--- config.mk ---
export PLATFORM = sky130hd
export DESIGN_NAME = calendar_date_counter
export DESIGN_NICKNAME = d
export VERILOG_FILES = /design/src/rtl/calendar_pkg.sv /design/src/rtl/cal_month_len.sv /design/src/rtl/calendar_date_counter.sv
export SDC_FILE = /design/constraint.sdc
export NUM_CORES = 1
export LEC_CHECK = 0
export CAP_MARGIN = 20
export CELL_PAD_IN_SITES_DETAIL_PLACEMENT = 0
export CELL_PAD_IN_SITES_GLOBAL_PLACEMENT = 1
export CORE_MARGIN = 2
export CORE_UTILIZATION = 38
export DETAILED_ROUTE_END_ITERATION = 7
export GPL_ROUTABILITY_DRIVEN = 0
export PLACE_DENSITY = 0.89
export SLEW_MARGIN = 20
export SYNTH_ARGS = -nofsm -noshare
export SYNTH_HDL_FRONTEND = slang
export SYNTH_SLANG_ARGS = --single-unit
--- constraint.sdc ---
create_clock -name clk -period 3.9 [get_ports clk]
set_input_delay 0.78 -clock clk [delete_from_list [all_inputs] [get_ports clk]]
set_output_delay 0.78 -clock clk [all_outputs]
set_load 0.03 [all_outputs]
--- src/rtl/calendar_pkg.sv ---
// Shared encodings, limits and reset values for the calendar date counter.
// Also hosts the leap-year rule so every file applies the same one.
package calendar_pkg;

  typedef enum logic [1:0] {
    SEL_DAY   = 2'b00,
    SEL_MONTH = 2'b01,
    SEL_YEAR  = 2'b10,
    SEL_RSVD  = 2'b11
  } sel_e;

  typedef enum logic {
    ST_IDLE = 1'b0,
    ST_HOLD = 1'b1
  } state_e;

  localparam logic [4:0] DAY_MAX   = 5'd31;
  localparam logic [3:0] MONTH_MAX = 4'd12;
  localparam logic [6:0] YEAR_MAX  = 7'd99;

  localparam logic [4:0] RST_DAY   = 5'd1;
  localparam logic [3:0] RST_MONTH = 4'd1;
  localparam logic [6:0] RST_YEAR  = 7'd0;

  // Years are offsets from 2000, so mod-4 alone is exact over 2000..2099.
  function automatic logic is_leap(input logic [6:0] yr);
    return (yr[1:0] == 2'b00);
  endfunction

endpackage

--- src/rtl/cal_month_len.sv ---
// Combinational month-length lookup: (month, leap) -> number of days.
module cal_month_len
  import calendar_pkg::*;
(
  input  logic [3:0] month,
  input  logic       leap,
  output logic [4:0] mdays
);

  always_comb begin
    mdays = DAY_MAX;
    case (month)
      4'd2:                      mdays = leap ? 5'd29 : 5'd28;
      4'd4, 4'd6, 4'd9, 4'd11:   mdays = 5'd30;
      default:                   mdays = DAY_MAX;
    endcase
  end

endmodule

--- src/rtl/calendar_date_counter.sv ---
// Day/month/year counter advanced by day_tick, loadable field by field, with a
// one-deep pending register so a tick colliding with a load is not dropped.
module calendar_date_counter
  import calendar_pkg::*;
(
  input  logic       clk,
  input  logic       rst,
  input  logic       day_tick,
  input  logic       set_en,
  input  logic [1:0] set_sel,
  input  logic [6:0] set_val,
  output logic [4:0] day,
  output logic [3:0] month,
  output logic [6:0] year,
  output logic       leap,
  output logic       century_wrap,
  output logic       set_err,
  output logic       tick_lost,
  output state_e     state_dbg
);

  logic [4:0] day_q, day_d;
  logic [3:0] month_q, month_d;
  logic [6:0] year_q, year_d;
  logic       leap_q, leap_d;
  logic       cw_q, cw_d;
  logic       err_q, err_d;
  logic       lost_q, lost_d;
  state_e     state_q, state_d;

  logic [3:0] cand_month;
  logic       cand_leap;
  logic [4:0] cur_mdays, cand_mdays;
  logic       load_ok;
  logic [4:0] clamped_day;

  cal_month_len u_len_cur (
    .month (month_q),
    .leap  (leap_q),
    .mdays (cur_mdays)
  );

  cal_month_len u_len_cand (
    .month (cand_month),
    .leap  (cand_leap),
    .mdays (cand_mdays)
  );

  // Candidate month/leap reflect what the date would be after the load.
  always_comb begin
    cand_month = month_q;
    cand_leap  = leap_q;
    load_ok    = 1'b0;
    case (sel_e'(set_sel))
      SEL_DAY:   load_ok = (set_val >= 7'd1) && (set_val <= {2'b00, cand_mdays});
      SEL_MONTH: begin
        cand_month = set_val[3:0];
        load_ok    = (set_val >= 7'd1) && (set_val <= {3'b000, MONTH_MAX});
      end
      SEL_YEAR: begin
        cand_leap = is_leap(set_val);
        load_ok   = (set_val <= YEAR_MAX);
      end
      default:   load_ok = 1'b0;
    endcase
    clamped_day = (day_q > cand_mdays) ? cand_mdays : day_q;
  end

  always_comb begin
    day_d   = day_q;
    month_d = month_q;
    year_d  = year_q;
    cw_d    = 1'b0;
    err_d   = 1'b0;
    lost_d  = 1'b0;
    state_d = state_q;

    if (set_en) begin
      if (load_ok) begin
        case (sel_e'(set_sel))
          SEL_DAY:   day_d = set_val[4:0];
          SEL_MONTH: begin
            month_d = cand_month;
            day_d   = clamped_day;
          end
          SEL_YEAR: begin
            year_d = set_val;
            day_d  = clamped_day;
          end
          default: ;
        endcase
      end else begin
        err_d = 1'b1;
      end
      if (day_tick) begin
        lost_d  = (state_q == ST_HOLD);
        state_d = ST_HOLD;
      end
    end else if ((state_q == ST_HOLD) || day_tick) begin
      // The held tick goes first; a fresh tick in the same cycle stays pending.
      if (day_q < cur_mdays) begin
        day_d = day_q + 5'd1;
      end else begin
        day_d = 5'd1;
        if (month_q == MONTH_MAX) begin
          month_d = 4'd1;
          if (year_q == YEAR_MAX) begin
            year_d = 7'd0;
            cw_d   = 1'b1;
          end else begin
            year_d = year_q + 7'd1;
          end
        end else begin
          month_d = month_q + 4'd1;
        end
      end
      state_d = ((state_q == ST_HOLD) && day_tick) ? ST_HOLD : ST_IDLE;
    end

    leap_d = is_leap(year_d);
  end

  always_ff @(posedge clk) begin
    if (rst) begin
      day_q   <= RST_DAY;
      month_q <= RST_MONTH;
      year_q  <= RST_YEAR;
      leap_q  <= 1'b1;
      cw_q    <= 1'b0;
      err_q   <= 1'b0;
      lost_q  <= 1'b0;
      state_q <= ST_IDLE;
    end else begin
      day_q   <= day_d;
      month_q <= month_d;
      year_q  <= year_d;
      leap_q  <= leap_d;
      cw_q    <= cw_d;
      err_q   <= err_d;
      lost_q  <= lost_d;
      state_q <= state_d;
    end
  end

  assign day          = day_q;
  assign month        = month_q;
  assign year         = year_q;
  assign leap         = leap_q;
  assign century_wrap = cw_q;
  assign set_err      = err_q;
  assign tick_lost    = lost_q;
  assign state_dbg    = state_q;

endmodule

# Yosys cells after proc, flatten, opt, wreduce, memory -nomap -nowiden
# Index checks and enable logic that the tools add are counted.
totals:
  register_bits: 21
  in_bits: 13
  out_inout_bits: 21
  word_cells: 94
classes:
  add_sub_neg: 3
  n_lt_le_gt_ge: 6
  eq_ne: 21
  n_mux: 32
  bitwise: 4
  n_reduce_logical: 19
op_table:
  columns: ["operator", "n"]
  rows:
  - ["7-bit two-way mux", 7]
  - ["5-bit case mux with 2 select lines", 3]
  - ["4-bit two-way mux", 7]
  - ["5-bit two-way mux", 5]
  - ["4-bit equality test, second input constant", 5]
  - ["4-bit by 3-bit equality test with 1-bit output, second input constant", 4]
  - ["1-bit two-way mux", 9]
  - ["4-bit by 2-bit equality test with 1-bit output, second input constant", 2]
  - ["4-bit AND reduction", 2]
  - ["4-bit OR reduction", 2]
  - ["7-bit by 1-bit adder with 7-bit output, second input constant", 1]
  - ["7-bit equality test, second input constant", 1]
  - ["7-bit by 1-bit >= comparator with 1-bit output, second input constant", 1]
  - ["7-bit by 4-bit less-or-equal comparator with 1-bit output, second input constant", 1]
  - ["7-bit by 5-bit less-or-equal comparator with 1-bit output", 1]
  - ["7-bit less-or-equal comparator, second input constant", 1]
  - ["2-bit logical NOT", 3]
  - ["2-bit by 1-bit inequality test with 1-bit output, second input constant", 3]
  - ["3-bit by 2-bit inequality test with 1-bit output, second input constant", 2]
  - ["5-bit by 1-bit adder with 5-bit output, second input constant", 1]
  - ["5-bit > comparator", 1]
  - ["5-bit < comparator", 1]
  - ["5-bit AND reduction", 1]
  - ["5-bit OR reduction", 1]
  - ["12 further kinds", 20]

# Longest topological paths before layout
# Gate-level depths: netlist (run 1).
depth:
  ltp_word: 11
  ltp_mapped: 14
  ltp_nobuf: 13

# Hierarchy
# A second synthesis (run 1) with hierarchy kept.
unflattened:
  hier_cells: 245
  area_unflattened_um2: 1976.9
by_module_without_submodules:
  columns: ["module", "n_inst", "cells_per_inst", "area_each_um2", "seq_area_each_um2"]
  rows:
  - ["calendar_date_counter", 1, 227, 1851.8, 420.4]
  - ["cal_month_len", 2, 9, 62.6, 0.0]

# Least setup slack after synthesis (run 1)
# Ideal clock, no wire load.
synth_path:
  kind: "input port to flip-flop"
  startpoint: "input set_sel[1]"
  endpoint: "register day_q[0], in the netlist day[0]"
  setup_time_ns: 0.122
  arrival_ns: 3.372
  slack_ns: 0.405
  stages: 14
  n_path_buf: 1
  path_cell_list: "inv_1 -> ha_1 -> buf_6 -> mux2i_4 -> nand2_1 -> a2111oi_2 -> nor3_1 -> ha_1 -> nor2_1 -> nand4_1 -> a311oi_4 -> a211oi_4 -> or2_4 -> a311o_1"
synth_between:
  elab_chain_cells: 10
  word_cells_on_any_way: 26
  classes_between: "order compare (2); eq/ne (10); mux (9); reduce/logical (5)"
synth_rtl:
  columns: ["element", "line_no", "rtl"]
  rows:
  - ["start: declaration", "calendar_date_counter.sv:10", "input logic [1:0] set_sel,"]
  - ["2-bit by 1-bit equality test with 1-bit output", "calendar_date_counter.sv:54, calendar_date_counter.sv:80", null]
  - ["4-bit two-way mux", "calendar_date_counter.sv:54", "case (sel_e'(set_sel))"]
  - ["4-bit by 3-bit equality test with 1-bit output or 4-bit equality test (tied branches)", "cal_month_len.sv:12", "case (month)"]
  - ["4-bit OR reduction", "cal_month_len.sv:12", null]
  - ["5-bit case mux with 2 select lines", "cal_month_len.sv:12", null]
  - ["7-bit by 5-bit less-or-equal comparator with 1-bit output", "calendar_date_counter.sv:55", "SEL_DAY: load_ok = (set_val >= 7'd1) && (set_val <= {2'b00, cand_mdays});"]
  - ["1-bit logical AND", "calendar_date_counter.sv:55", null]
  - ["1-bit case mux with 3 select lines", "calendar_date_counter.sv:54", null]
  - ["2-bit by 1-bit inequality test with 1-bit output (no line)", null, null]
  - ["4-bit AND reduction (no line)", null, null]
  - ["end signal: assignment", "calendar_date_counter.sv:134", "day_q <= day_d;"]
  - ["end: declaration", "calendar_date_counter.sv:22", "logic [4:0] day_q, day_d;"]
# Parallel ways exist; a longest one is shown, timed or not. The select of a mux whose other input is x is not followed.
# A chain may end at the register's enable or synchronous reset.

# Worst setup path in the final report (run 1)
# Ends and elaborated chain as after synthesis.

==> results.yml, run 1 <==
global_routing:
  grt_max_degree: 21
  grt_pass1_wl_um: 8630
  grtUsageTotal: 0.204
  antenna_found_initial: 0
  grt_pass1_vias: 1814
  grt_overflow: 0
routing:
  vias_per_cell: 5.94
  wl_per_cell_um: 16.3
  drt_first_pass_iters: 4
  first_iter_violations: 117
  detail-route-antenna-nets: 0
  drcViolationCount: 0
  vias: 1924
  wirelength_um: 5300
layout:
  finalCoreUtilization: 0.515
  final_nets: 298
  final_area_um2: 2400
  final_layout_size_suffix_gt1_frac: 0.163
  area_delta_synth_final_pct: 32.6
  diodes: 0
  n_fill_cell: 454
logic_synthesis:
  synth-adder-area-share: 0.0968
  yosys.area_share.simple: 0.266
  yosysUniqueCellTypes: 57
  ys_seq_elements: 21
  ys.flop_type: "dfxtp_1"
  ys_seq_area_frac: 0.232
  synthCells: 226
  synthesis.nets: 253
  synth_compound_area_frac: 0.285
  synth_top_family_by_area: "compound AO/OA/AOI/OAI gates"
  yosysWarnings: 0
  synth_top_area_frac: 0.232
  synth_xor_area_frac: 0.00968
  muxShareOfSynthArea: 0.0539
  synth_area_leaders: "dfxtp_1 23%, ha_1 9.7%, nor2_1 5.6%"
  yosys.area.top_type: "dfxtp_1"
  synth-edff-count: 0
  synth_area_um2: 1810
  syn_area_per_cell_um2: 8.01
  async_flop_share: 0
sta:
  worstMarginPinSlew_ps: 777
  min_period_ps: 3690
  final.setup_skew_ps: 1.84
  hold_viol: 0
  fin_crit_sh: 0.947
  setup_viol: 0
  max_freq_mhz: 271
  slew_headroom: 0.480
  finalMaxSlewViolations: 0
placed_design:
  io_buffers: 33
  hpwl_um: 3980
  dpl_cell_area_um2: 2290
die:
  initial_utilization: 0.388
  fp.dieH_um: 73
  coreArea_um2: 4660
  dieWidth_um: 73
  pin_count: 34
  rows: 25
  fp.dieArea_um2: 5330
min_path:
  holdCritPathClass: "flop to flop"
clocking:
  numCtsBuffers: 3
  clockBufferDepth: 2
  ctsHoldBuffers: 0
  htreeDepth: 1
  cts_tree: "yes"
  clk_latency_ps: 260
  cts.sinks: 21
  root_buffer: "clkbuf_8"
  clk_pin_slew_worst_paths_ps: 80
critical_path:
  critPathRequiredTime_ps: 4060
  ff2ff_path_depth: 10
  reg2reg_from: "month[0]"
  end_kind: "flop"
  crit_start: "set_sel[1]"
  endpoint: "day[0]"
  start_kind: "input pin"
  worst-path-max-fanout: 5
  critical_path_class: "input pin to flop"
  cp.arrival_ps: 3850
  regToRegSetupSlack_ps: 960
  r2r_end: "day[3]"
power:
  seqPwrFrac: 0.431
  switchingPower_w: 0.000187
  ir_worst_vdd_v: 0.000150
  power_frac_comb: 0.305
  p_sw_frac: 0.334
  p_leak_nw: 0.922
  internal_power_w: 0.000373
  p_per_area_nw_per_um2: 234
  p_clk_frac: 0.264
  power_w: 0.000561
outcome:
  status: "completed"
job:
  cap_violations: 0
-- placed cells by master (no fill, tap or decap), types with 2 or more instances in the layout --
cell type,n
nor2_1,26
nor2b_1,3
nand2_1,18
a21o_1,3
ha_1,12
dfxtp_1,21
o211ai_1,7
xor2_1,2
mux2_2,2
clkbuf_8,3
mux2i_1,3
inv_1,9
buf_4,20
a211oi_1,6
a21oi_1,10
nand2b_1,2
ha_4,2
a31oi_1,4
nor3_1,12
a311oi_1,3
nor4_1,2
o21ai_0,8
and3_1,4
clkdlybuf4s50_1,32
mux2i_4,2
o211a_1,2
nand3_1,15
or4_1,3
-- Yosys cell counts, types with 6 or more instances --
| cell | instances |
|---|---|
| nand3_1 | 15 |
| nor3_1 | 13 |
| dfxtp_1 | 21 |
| inv_1 | 10 |
| nand2_1 | 18 |
| a211oi_1 | 6 |
| nor2_1 | 27 |
| o21ai_0 | 8 |
| clkbuf_1 | 9 |
| a21oi_1 | 10 |
| o211ai_1 | 7 |
| ha_1 | 14 |
-- layout make-up --
class	instances	area (um^2)	area share
multi-input cells	182	1350	0.561
repair buffers	53	483	0.201
flip-flops and latches	21	420	0.175
well taps	54	67.6	0.0282
clock buffers	4	45.0	0.0188
inverters	10	37.5	0.0156
-- power groups by stage --
stage / clock network, W / logic [W] / registers (W)
floorplan: 0 / 0.0000799 / 0.000260
global placement: 0 / 0.000161 / 0.000246
detailed placement: 0 / 0.000163 / 0.000246
CTS: 0.000148 / 0.000163 / 0.000241
global route: 0.000157 / 0.000185 / 0.000243
finish: 0.000148 / 0.000171 / 0.000242
-- flip-flops by register name, indices dropped and copies added (netlist names) --
| register | flops |
|---|---|
| month | 4 |
| year | 7 |
| day | 5 |
| leap | 1 |
| set_err | 1 |
| century_wrap | 1 |
| tick_lost | 1 |
| state_dbg | 1 |
-- routing by layer --
layer	vias to the layer above	routed length, um	share of wire	track usage
met1	907	2230	0.42	0.260
li1	935	-	-	-
met3	6	322	0.061	0.0290
met4	0	62	0.012	0.0576
met5	-	0	0	0
met2	76	2680	0.51	0.354
-- cell families after synthesis --
| group | Yosys count |
|---|---|
| fa+ha+maj | 14 |
| flops | 21 |
| buf+inv | 23 |
| mux | 7 |
| compound gates | 63 |
| xor+xnor | 2 |
| simple gates | 96 |
-- through the flow --
step | TNS [ps] | cells | hold WS [ps] | setup WS (ps)
3_3_place_gp | -627 | 320 | 476 | -111
3_5_place_dp | -1410 | 320 | 483 | -230
5_1_grt | -49.3 | 324 | 533 | -32.6
2_1_floorplan | 0 | 226 | 587 | 405
4_1_cts | 0 | 324 | 494 | 55.7
6_report | 0 | 324 | 492 | 208
-- repair_timing --
action,in CTS,in global routing
endpoints found under the setup margin,0,9
setup buffers,0,0
resized for setup,0,12
-- worst min-delay path by stage --
stage,start,end,slack (ps),depth (start not counted)
2_1_floorplan,state_dbg,tick_lost,590,2
3_3_place_gp,state_dbg,tick_lost,480,2
3_5_place_dp,state_dbg,tick_lost,480,2
4_1_cts,state_dbg,tick_lost,490,2
5_1_grt,state_dbg,tick_lost,530,2
6_report,state_dbg,tick_lost,490,2
-- critical path, cell delays in order --
cell             delay [ps]
clkdlybuf4s50_1         490
inv_2                    70
ha_4                    180
buf_4                   160
and3b_1                 170
nor2_1                  180
a2111oi_4                50
nor3_2                  240
ha_1                    290
nor2_2                  130
nand4_1                 150
a311oi_4                340
a211oi_4                 90
or2_4                   280
a311o_1                 260
(Power assumes the default switching activity.)
==> run 2: changes to the inputs <==
- CAP_MARGIN: 20 -> 40
- CTS_CLUSTER_DIAMETER: not set -> 40
==> results of run 2 <==
No change in the layout: final DEF, timing and power equal those of run 1.
